[config.mk]
export PLATFORM = sky130hd
export DESIGN_NAME = pipe_hazard_ctl
export DESIGN_NICKNAME = d
export VERILOG_FILES = /design/src/rtl/pipe_hazard_ctl.sv
export SDC_FILE = /design/constraint.sdc
export NUM_CORES = 1
export LEC_CHECK = 0
export BUFFER_PORTS_ARGS = -buffer_cell sky130_fd_sc_hd__buf_4
export CORE_ASPECT_RATIO = 1.5
export CORE_MARGIN = 10
export CORE_UTILIZATION = 52
export CTS_CLUSTER_SIZE = 25
export DETAILED_ROUTE_END_ITERATION = 12
export GPL_TIMING_DRIVEN = 0
export PLACE_DENSITY = 0.81
export SETUP_SLACK_MARGIN = 0.02
export SLEW_MARGIN = 5
export SYNTH_ARGS = -nofsm -noshare
export SYNTH_HDL_FRONTEND = slang
export SYNTH_SLANG_ARGS = --single-unit
[constraint.sdc]
create_clock -name clk -period 2.4 [get_ports clk]
set_input_delay 0.12 -clock clk [delete_from_list [all_inputs] [get_ports clk]]
set_output_delay 0.12 -clock clk [all_outputs]
set_load 0.03 [all_outputs]
[src/rtl/pipe_hazard_ctl.sv]
// ============================================================================
// Module   : pipe_hazard_ctl
// Brief    : Load-use / HI-LO hazard and branch-redirect sequencing for the
//            IF/ID and ID/EX stages, with mult/div occupancy and stall counter.
// Revision : 1.0  initial release
// ============================================================================
`default_nettype none

module pipe_hazard_ctl #(
    parameter int MD_LATENCY = 32,
    parameter int CNT_W      = 32
) (
    input  logic             clk,
    input  logic             rst_n,
    input  logic [4:0]       ID_rs,
    input  logic [4:0]       ID_rt,
    input  logic             ID_use_rs,
    input  logic             ID_use_rt,
    input  logic             ID_use_hilo,
    input  logic             ID_md,
    input  logic             EX_memread,
    input  logic [4:0]       EX_rt,
    input  logic             EX_md_start,
    input  logic             EX_branch_taken,
    output logic             pc_we,
    output logic             ifid_we,
    output logic             ifid_flush,
    output logic             idex_bubble,
    output logic             md_busy,
    output logic [CNT_W-1:0] stall_cnt
);

    localparam logic [0:0] ST_RUN     = 1'b0;
    localparam logic [0:0] ST_MD_BUSY = 1'b1;
    localparam logic [7:0] MD_RELOAD  = 8'(MD_LATENCY - 1);

    logic [0:0] state;
    logic [0:0] state_nxt;
    logic [7:0] md_cnt;
    logic [7:0] md_cnt_nxt;
    logic       lu_haz;
    logic       md_haz;

    // State register
    always_ff @(posedge clk or negedge rst_n) begin
        if (!rst_n) begin
            state  <= ST_RUN;
            md_cnt <= 8'd0;
        end else begin
            state  <= state_nxt;
            md_cnt <= md_cnt_nxt;
        end
    end

    // Next-state logic; a start while busy reloads the window
    always_comb begin
        state_nxt  = state;
        md_cnt_nxt = md_cnt;
        case (state)
            ST_RUN: begin
                if (EX_md_start) begin
                    state_nxt  = ST_MD_BUSY;
                    md_cnt_nxt = MD_RELOAD;
                end
            end
            ST_MD_BUSY: begin
                if (EX_md_start) begin
                    md_cnt_nxt = MD_RELOAD;
                end else if (md_cnt == 8'd1) begin
                    state_nxt  = ST_RUN;
                    md_cnt_nxt = 8'd0;
                end else begin
                    md_cnt_nxt = md_cnt - 8'd1;
                end
            end
            default: begin
                state_nxt  = ST_RUN;
                md_cnt_nxt = 8'd0;
            end
        endcase
    end

    // Output logic: branch squash outranks any hazard in ID
    always_comb begin
        md_busy     = (state == ST_MD_BUSY);
        lu_haz      = EX_memread && (EX_rt != 5'd0) &&
                      ((ID_use_rs && (ID_rs == EX_rt)) ||
                       (ID_use_rt && (ID_rt == EX_rt)));
        md_haz      = md_busy && (ID_use_hilo || ID_md);
        pc_we       = 1'b1;
        ifid_we     = 1'b1;
        ifid_flush  = 1'b0;
        idex_bubble = 1'b0;
        if (EX_branch_taken) begin
            ifid_flush  = 1'b1;
            idex_bubble = 1'b1;
        end else if (lu_haz || md_haz) begin
            pc_we       = 1'b0;
            ifid_we     = 1'b0;
            idex_bubble = 1'b1;
        end
    end

    always_ff @(posedge clk or negedge rst_n) begin
        if (!rst_n) begin
            stall_cnt <= '0;
        end else if (!pc_we && (stall_cnt != {CNT_W{1'b1}})) begin
            stall_cnt <= stall_cnt + 1'b1;
        end
    end

endmodule

`default_nettype wire

# == After elaboration in Yosys (flattened, before gate mapping) ==
# Index checks and enable logic that the tools add are counted.
# op_classes
shift,0
n_div,0
n_mux,13
addsub,2
order_cmp,0
bitwise,1
reduce_logical,11
multipliers,0
n_eq_ne,5
# op_table
operator,count
adder 32 x 1 -> 32 bit (second input constant),1
!= test 32 bit (second input constant),1
2-to-1 mux 8 bit,3
one-hot mux 8 bit (2 select lines),1
== test 5 bit,2
== test 8 x 1 -> 1 bit (second input constant),1
2-to-1 mux 1 bit,8
subtractor 8 x 1 -> 8 bit (second input constant),1
logical AND 1 bit,6
nonzero test 5 bit,1
logical OR 1 bit,3
!= test 2 bit (second input constant),1
one-hot mux 1 bit (2 select lines),1
zero test 1 bit,1
NOT 1 bit,1
# totals
elab_cells,35
mem_bits_rw,0
out_inout_bits,37
register_bits,41
rom_bits,0
inputBits,24
latch_bits,0
mem_count,0

# == Longest topological paths before layout ==
# Gate-level depths: netlist of run 1.
# depth
depth_word,9
depth_mapped,8
mapped_depth_nobuf,7

# == Least setup slack after synthesis of run 1 ==
# No wires, ideal clock.
# synth_timing
path_kind,register -> register
from,register stall_cnt[24]
to,register stall_cnt[16]
path_stages_with_launch,8
synth_period_minus_slack_ns,2.132
path_buffers,2
t_required_ns,2.263
setup_time_ns,0.137
arrival_ns,1.995
path_slack_ns,0.268
path_cell_list,dfrtp_1 -> nand4_1 -> or3_1 -> clkbuf_2 -> nor3_4 -> buf_6 -> nor3_1 -> xor2_1
# synth_via
elab_chain_len,2
# synth_lines
element,line_no,rtl
start: declaration,30,output logic [CNT_W-1:0] stall_cnt
start signal: assignment,108,stall_cnt <= stall_cnt + 1'b1;
!= test 32 bit,107,end else if (!pc_we && (stall_cnt != {CNT_W{1'b1}})) begin
logical AND 1 bit,107,
# No other way between the ends.
# A chain may end at the register's enable or synchronous reset.

# == Worst setup path after layout of run 1 ==
# layout_timing
from,register stall_cnt[17]
to,register stall_cnt[20]
# layout_via
elab_chain_len,2
word_cells_on_any_way,3
cone_classes,1 x add/sub; 1 x eq/ne; 1 x reduce/logical
# layout_lines
element
"parallel branches: the longest is 2 deep, another holds adder 32 x 1 -> 32 bit"
# Parallel ways; which one is timed is not known.

==> results of run 1 <==
-- per-layer routing --
metal,vias to the layer above,GRT usage [%]
li1,982,-
met1,955,17.6
met2,58,26.3
met3,9,4.21
met4,0,5.65
met5,-,0
-- through the flow --
| step | instance area, um2 | instances |
|---|---|---|
| 2_1_floorplan | 2290 | 236 |
| 3_3_place_gp | 2790 | 341 |
| 3_5_place_dp | 2790 | 341 |
| 4_1_cts | 2900 | 350 |
| 5_1_grt | 2920 | 353 |
| 6_report | 2920 | 353 |
-- worst max path at each step --
stage                   from  slack, ns       endpoint  cells past startpoint
3_3_place_gp   stall_cnt[24]       0.24  stall_cnt[16]                      7
3_5_place_dp   stall_cnt[24]       0.22  stall_cnt[16]                      7
5_1_grt         stall_cnt[3]       0.05  stall_cnt[31]                      6
2_1_floorplan  stall_cnt[24]       0.27  stall_cnt[16]                      7
6_report       stall_cnt[17]       0.20  stall_cnt[20]                      8
4_1_cts        stall_cnt[24]       0.18  stall_cnt[20]                      7
-- cells by family after synthesis --
family / share of synthesized area (%)
compound gates: 5.35
xor+xnor: 14.5
fa+ha+maj: 1.64
buf+inv: 3.27
flops: 44.8
mux: 2.13
simple gates: 28.3
-- state kept, by name (all words and copies together) (netlist names) --
name,count
stall_cnt,32
md_cnt,8
md_busy,1
-- cell usage after synthesis (all sizes together), types with 2 or more instances --
library cell	instances
nor4b	3
xor2	27
and3	4
a21oi	6
nand4	11
nor4	9
nor3b	3
mux2	4
nor3	20
or2	2
nand2	19
xnor2	11
nor2	14
clkbuf	4
or3	3
nand3	16
inv	4
nand2b	5
ha	3
buf	6
o21ai	8
dfrtp	41
-- power by group --
part / leakage [nW] / internal (mW) / total [mW] / switching [mW]
logic: 0.859 / 0.185 / 0.437 / 0.253
clock network: 0.0512 / 0.233 / 0.478 / 0.245
registers: 0.529 / 0.751 / 0.844 / 0.0931
-- repair_timing --
| action | CTS | global route |
|---|---|---|
| setup endpoints to repair | 0 | 1 |
| buffers inserted | 0 | 3 |
| hold buffers | 1 | 0 |
| endpoints found under the hold margin | 41 | 0 |
-- layout make-up --
| type | instances | share of cell area, % |
|---|---|---|
| Buffer | 10 | 2.06 |
| Clock inverter | 2 | 0.471 |
| Clock buffer | 6 | 2.83 |
| Multi-Input combinational cell | 181 | 40.8 |
| Inverter | 4 | 0.514 |
| Timing Repair Buffer | 63 | 16.3 |
| Sequential cell | 41 | 35.1 |
| Tap cell | 46 | 1.97 |
-- cell usage in the layout, fill, tap and decap left out, types with 2 or more instances in the layout --
cell       n
xnor2_1   11
nor3b_1    3
nor4b_1    3
buf_4     65
buf_2      2
and3_1     4
nand3_1   16
clkbuf_1   3
mux2_2     2
xor2_1    27
nor2_1    13
clkbuf_8   6
or3_1      3
nand2_1   19
nand2b_1   5
inv_1      4
dfrtp_1   41
o21ai_0    7
a21oi_1    5
nand4_1   10
ha_1       3
nor3_1    19
or2_2      2
nor4_1     8
==> metrics, run 1 <==
status=finished clean; endpoints failing setup=0; RSZ-0062 raised after global routing=false; post-route clock period utilization=91.8%; asr flop ratio synth=100%; Final TNS setup=0 ns; Layout fillers=360; WS Path Type=reg2reg; die area=roughly 7500 um2; CTS buffer count=5; CTS sink count=41; CP dominant cell by count=and3_1; cell chain of the critical path=and3_1 > and3_1 > clkbuf_1 > nand2_1 > nor3_4 > buf_6 > nor3_1 > xor2_1; DR top layer=met4; setup slack, reg-to-reg=roughly 0.20 ns; Register-to-Register Path Depth=8; die height=about 100 um; fraction of layout cells with a size suffix above 1=roughly 28%; overall die width=74.2 um; register area share after synthesis=between 40% and 50%; deepest clock path buffer count=2; Top FF cell, synth=dfrtp_1; WL final=5.80 mm; Worst-Margin Slew=a little under 0.6 ns; Initial DRC Count=129; Post-Syn Instances=~240; share of Yosys cell area claimed by the top area cell type=between 40% and 50%; Overall Power=1.76 mW; WP data required=2.56 ns; final period demand of the worst path=2.20 ns; crit start category=flop; drt drc=0; nets=between 300 and 400; max incr delay on CP=around 0.45 ns; Final Util=68.8%; largest net degree at the start of global routing=42; Hold Path End=md_cnt[7]; Max Freq=454 MHz; antenna violations before repair=0; Core Footprint=approximately 4200 um2; via/cell ratio=5.68; Worst Hold Depth=2; vias in the first global route=roughly 2k; Clk pin slew, worst setup/hold paths=approximately 0.08 ns; met2 wire length=3.19 mm; total power divided by cell area=between 600 and 700 nW/um2; #FFs+latches synth=41; RR Startpoint=stall_cnt[17]; vias post-DR=approximately 2.0k; Lkg Pwr=1.44 nW; post-route ant nets=0; wire length per cell=about 16 um; Yosys top cell by area=dfrtp_1; # rows=29; CP max FO=10; GR Overflow Total=0; crit path DAT=2.37 ns; Hold Crit Start=EX_md_start; H-tree depth=2; final hold slack=0.177 ns; routed wl met3=334 um; initial core utilization=54.0%; first-pass GRT wire length=about 9.4 mm; top post-synthesis cells by area=dfrtp_1 45%, xor2_1 10%, xnor2_1 4.2%, nor3_1 4.1%, nand3_1 3.5%; CTS tree=done; total track usage=between 15 and 20%; synthesized cell area=2290 um2; port bufs=59; area grow syn2layout=27.5%; Routed met1 length=2.18 mm; relative slew slack=61.0%; Worst R2R End=stall_cnt[20]; EDFF count, synth=0; first-pass detailed-route iteration total=4; worst-skew pair later-pin latency=approximately 0.3 ns; Max-cap violations=0; Hold Crit Class=in2reg; Fin. Hold Viols=0; PnR worst setup slack=0.196 ns; Syn Nets=263; Crit. End Element=flop; diodes inserted=0; post-detailed-placement half-perimeter wirelength=4.27 mm; Final Max Tran Viols=0; area of the multi-input gates=1190 um2; clk_skew=~0.012 ns; buffers and inverters on the worst path=2; Crit-path slowest cell=dfrtp_1; Crit path max-delay family=simple AND/OR/NAND/NOR gates; area occupied by registers=1030 um2; routability cong.=0.832; Post-Place Worst Slack=0.223 ns; clock root cell=clkbuf_8; Max rail drop VDD=0.755 mV; post-synth cell types=between 40 and 50; Synth Area per Inst=9.71 um2; boundary pin count=61; Synth warnings=0; cts repair resizes=0
(Power assumes the default switching activity.)
==> inputs of run 2 (changes only) <==
==> constraint.sdc (replaced) <==
create_clock -name clk -period 2.4 [get_ports clk]
set_input_delay 0.36 -clock clk [delete_from_list [all_inputs] [get_ports clk]]
set_output_delay 0.36 -clock clk [all_outputs]
set_load 0.03 [all_outputs]
==> metrics, run 2 (same netlist as run 1, synthesis figures left out) <==
vias post-DR=2007; die height=101 um; max reg flops=32; worst-skew pair later-pin latency=0.30 ns; Max-cap violations=0; port bufs=59; Max Freq=453 MHz; Core Footprint=4250 um2; # rows=29; via/cell ratio=between 5 and 6; total power divided by cell area=around 610 nW/um2; Final Max Tran Viols=0; WS Path Type=reg2reg; setup slack, reg-to-reg=0.19 ns; clock root cell=clkbuf_8; post-route ant nets=0; Post-Place Worst Slack=-0.0555 ns; Psw=588 uW; initial core utilization=between 50% and 60%; largest net degree at the start of global routing=42; Register-to-Register Path Depth=6; H-tree depth=2; nets=330; RSZ-0062 raised after global routing=false; boundary pin count=61; endpoints failing setup=0; final period demand of the worst path=2.21 ns; crit path DAT=~2.4 ns; placed cells=341; Worst-Margin Slew=0.602 ns; Reg power frac=a little under half; power share of the combinational group=between 20% and 30%; Overall Power=1.76 mW; Clk network pwr share=27.2%; overall die width=74.2 um; CTS sink count=41; first-pass detailed-route iteration total=4; Pint=1.17 mW; wire length per cell=between 15 and 20 um; Initial DRC Count=151; status=finished clean; antenna violations before repair=0; GR Overflow Total=0; post-route clock period utilization=92.0%; Net Sw Frac=33.4%; vias in the first global route=2001; area grow syn2layout=26.6%; WP data required=about 2.6 ns; Worst R2R End=stall_cnt[31]; total track usage=15.3%; relative slew slack=between 50 and 60%; Hold Crit Class=in2async; first-pass GRT wire length=roughly 9.4 mm; commonest non-fill, non-tap cell in the layout=buf_4; Lkg Pwr=between 1 and 1.5 nW; commonest non-fill, non-tap cells in the layout=63 x buf_4, 41 x dfrtp_1, 27 x xor2_1; CP max FO=6; Clk pin slew, worst setup/hold paths=0.08 ns; Non-Filler Instances=350; die area=7520 um2; Final Util=approximately two thirds; clk_skew=0.0105 ns; Fin. Hold Viols=0; WL final=between 5 and 6 mm; drt drc=0; crit start category=flop; deepest clock path buffer count=2; PnR worst setup slack=0.192 ns; Biggest register=stall_cnt; post-detailed-placement half-perimeter wirelength=4.27 mm; Crit. End Element=flop; Max rail drop VDD=0.733 mV; CTS tree=done; fraction of layout cells with a size suffix above 1=roughly 28%; RR Startpoint=stall_cnt[3]; routability cong.=0.832; diodes inserted=0; CTS buffer count=5
## run 2: cell count changes in the layout (fill, tap and decap cells not counted), sizes merged
| cell | delta |
|---|---|
| buf | -2 |
| dlygate4sd3 | -1 |
## run 2: timing repair
action	CTS	global route
endpoints found under the setup margin	1	2
gates resized for setup	1	1
setup buffers	0	1
pin swaps	0	1
hold buffers	0	0
## run 2: final cells by class
cell class	count	area (um2)
clock buffers	6	82.6
inverters	4	15.0
multi-input cells	181	1190
repair buffers	60	450
well taps	46	57.6
flip-flops and latches	41	1030
plain buffers	10	66.3
clock inverters	2	13.8
fillers	365	1340
## run 2: worst max path at each step
stage / from / endpoint / slack [ns] / depth (start not counted)
2_1_floorplan: EX_rt[1] / pc_we / 0.27 / 6
3_3_place_gp: EX_rt[1] / pc_we / -0.05 / 8
3_5_place_dp: EX_rt[1] / pc_we / -0.06 / 8
4_1_cts: EX_rt[1] / pc_we / 0.03 / 8
5_1_grt: stall_cnt[24] / stall_cnt[20] / 0.03 / 7
6_report: stall_cnt[3] / stall_cnt[31] / 0.19 / 6
## run 2: per-stage QoR
step,TNS (ns),hold WS (ns),area (um2)
finish,0,0.0431,2900
global route,0,0.0628,2900
CTS,0,0.0564,2890
detailed placement,-0.0555,0.379,2790
global placement,-0.0507,0.379,2790
floorplan,0,0.0644,2290
## run 2: power groups by stage
stage	sequential (mW)	clock, mW	combinational [mW]
2_1_floorplan	0.954	0	0.148
6_report	0.843	0.478	0.438
4_1_cts	0.843	0.488	0.443
5_1_grt	0.856	0.520	0.476
3_5_place_dp	0.856	0	0.438
3_3_place_gp	0.855	0	0.430
## run 2: critical path, stage by stage (launching register included)
cell and delay [ns]:
dfrtp_1 0.46, nand4_2 0.22, nor3_1 0.56, and2_1 0.33, o2111ai_1 0.18, nor3_1 0.22
xor2_1 0.16
## run 2: routing by layer
metal | global-route usage [%] | share of wire (%)
met1 | 17.6 | 37
met4 | 5.65 | 1.6
met2 | 26.3 | 55
met3 | 4.21 | 6.1
met5 | 0 | 0
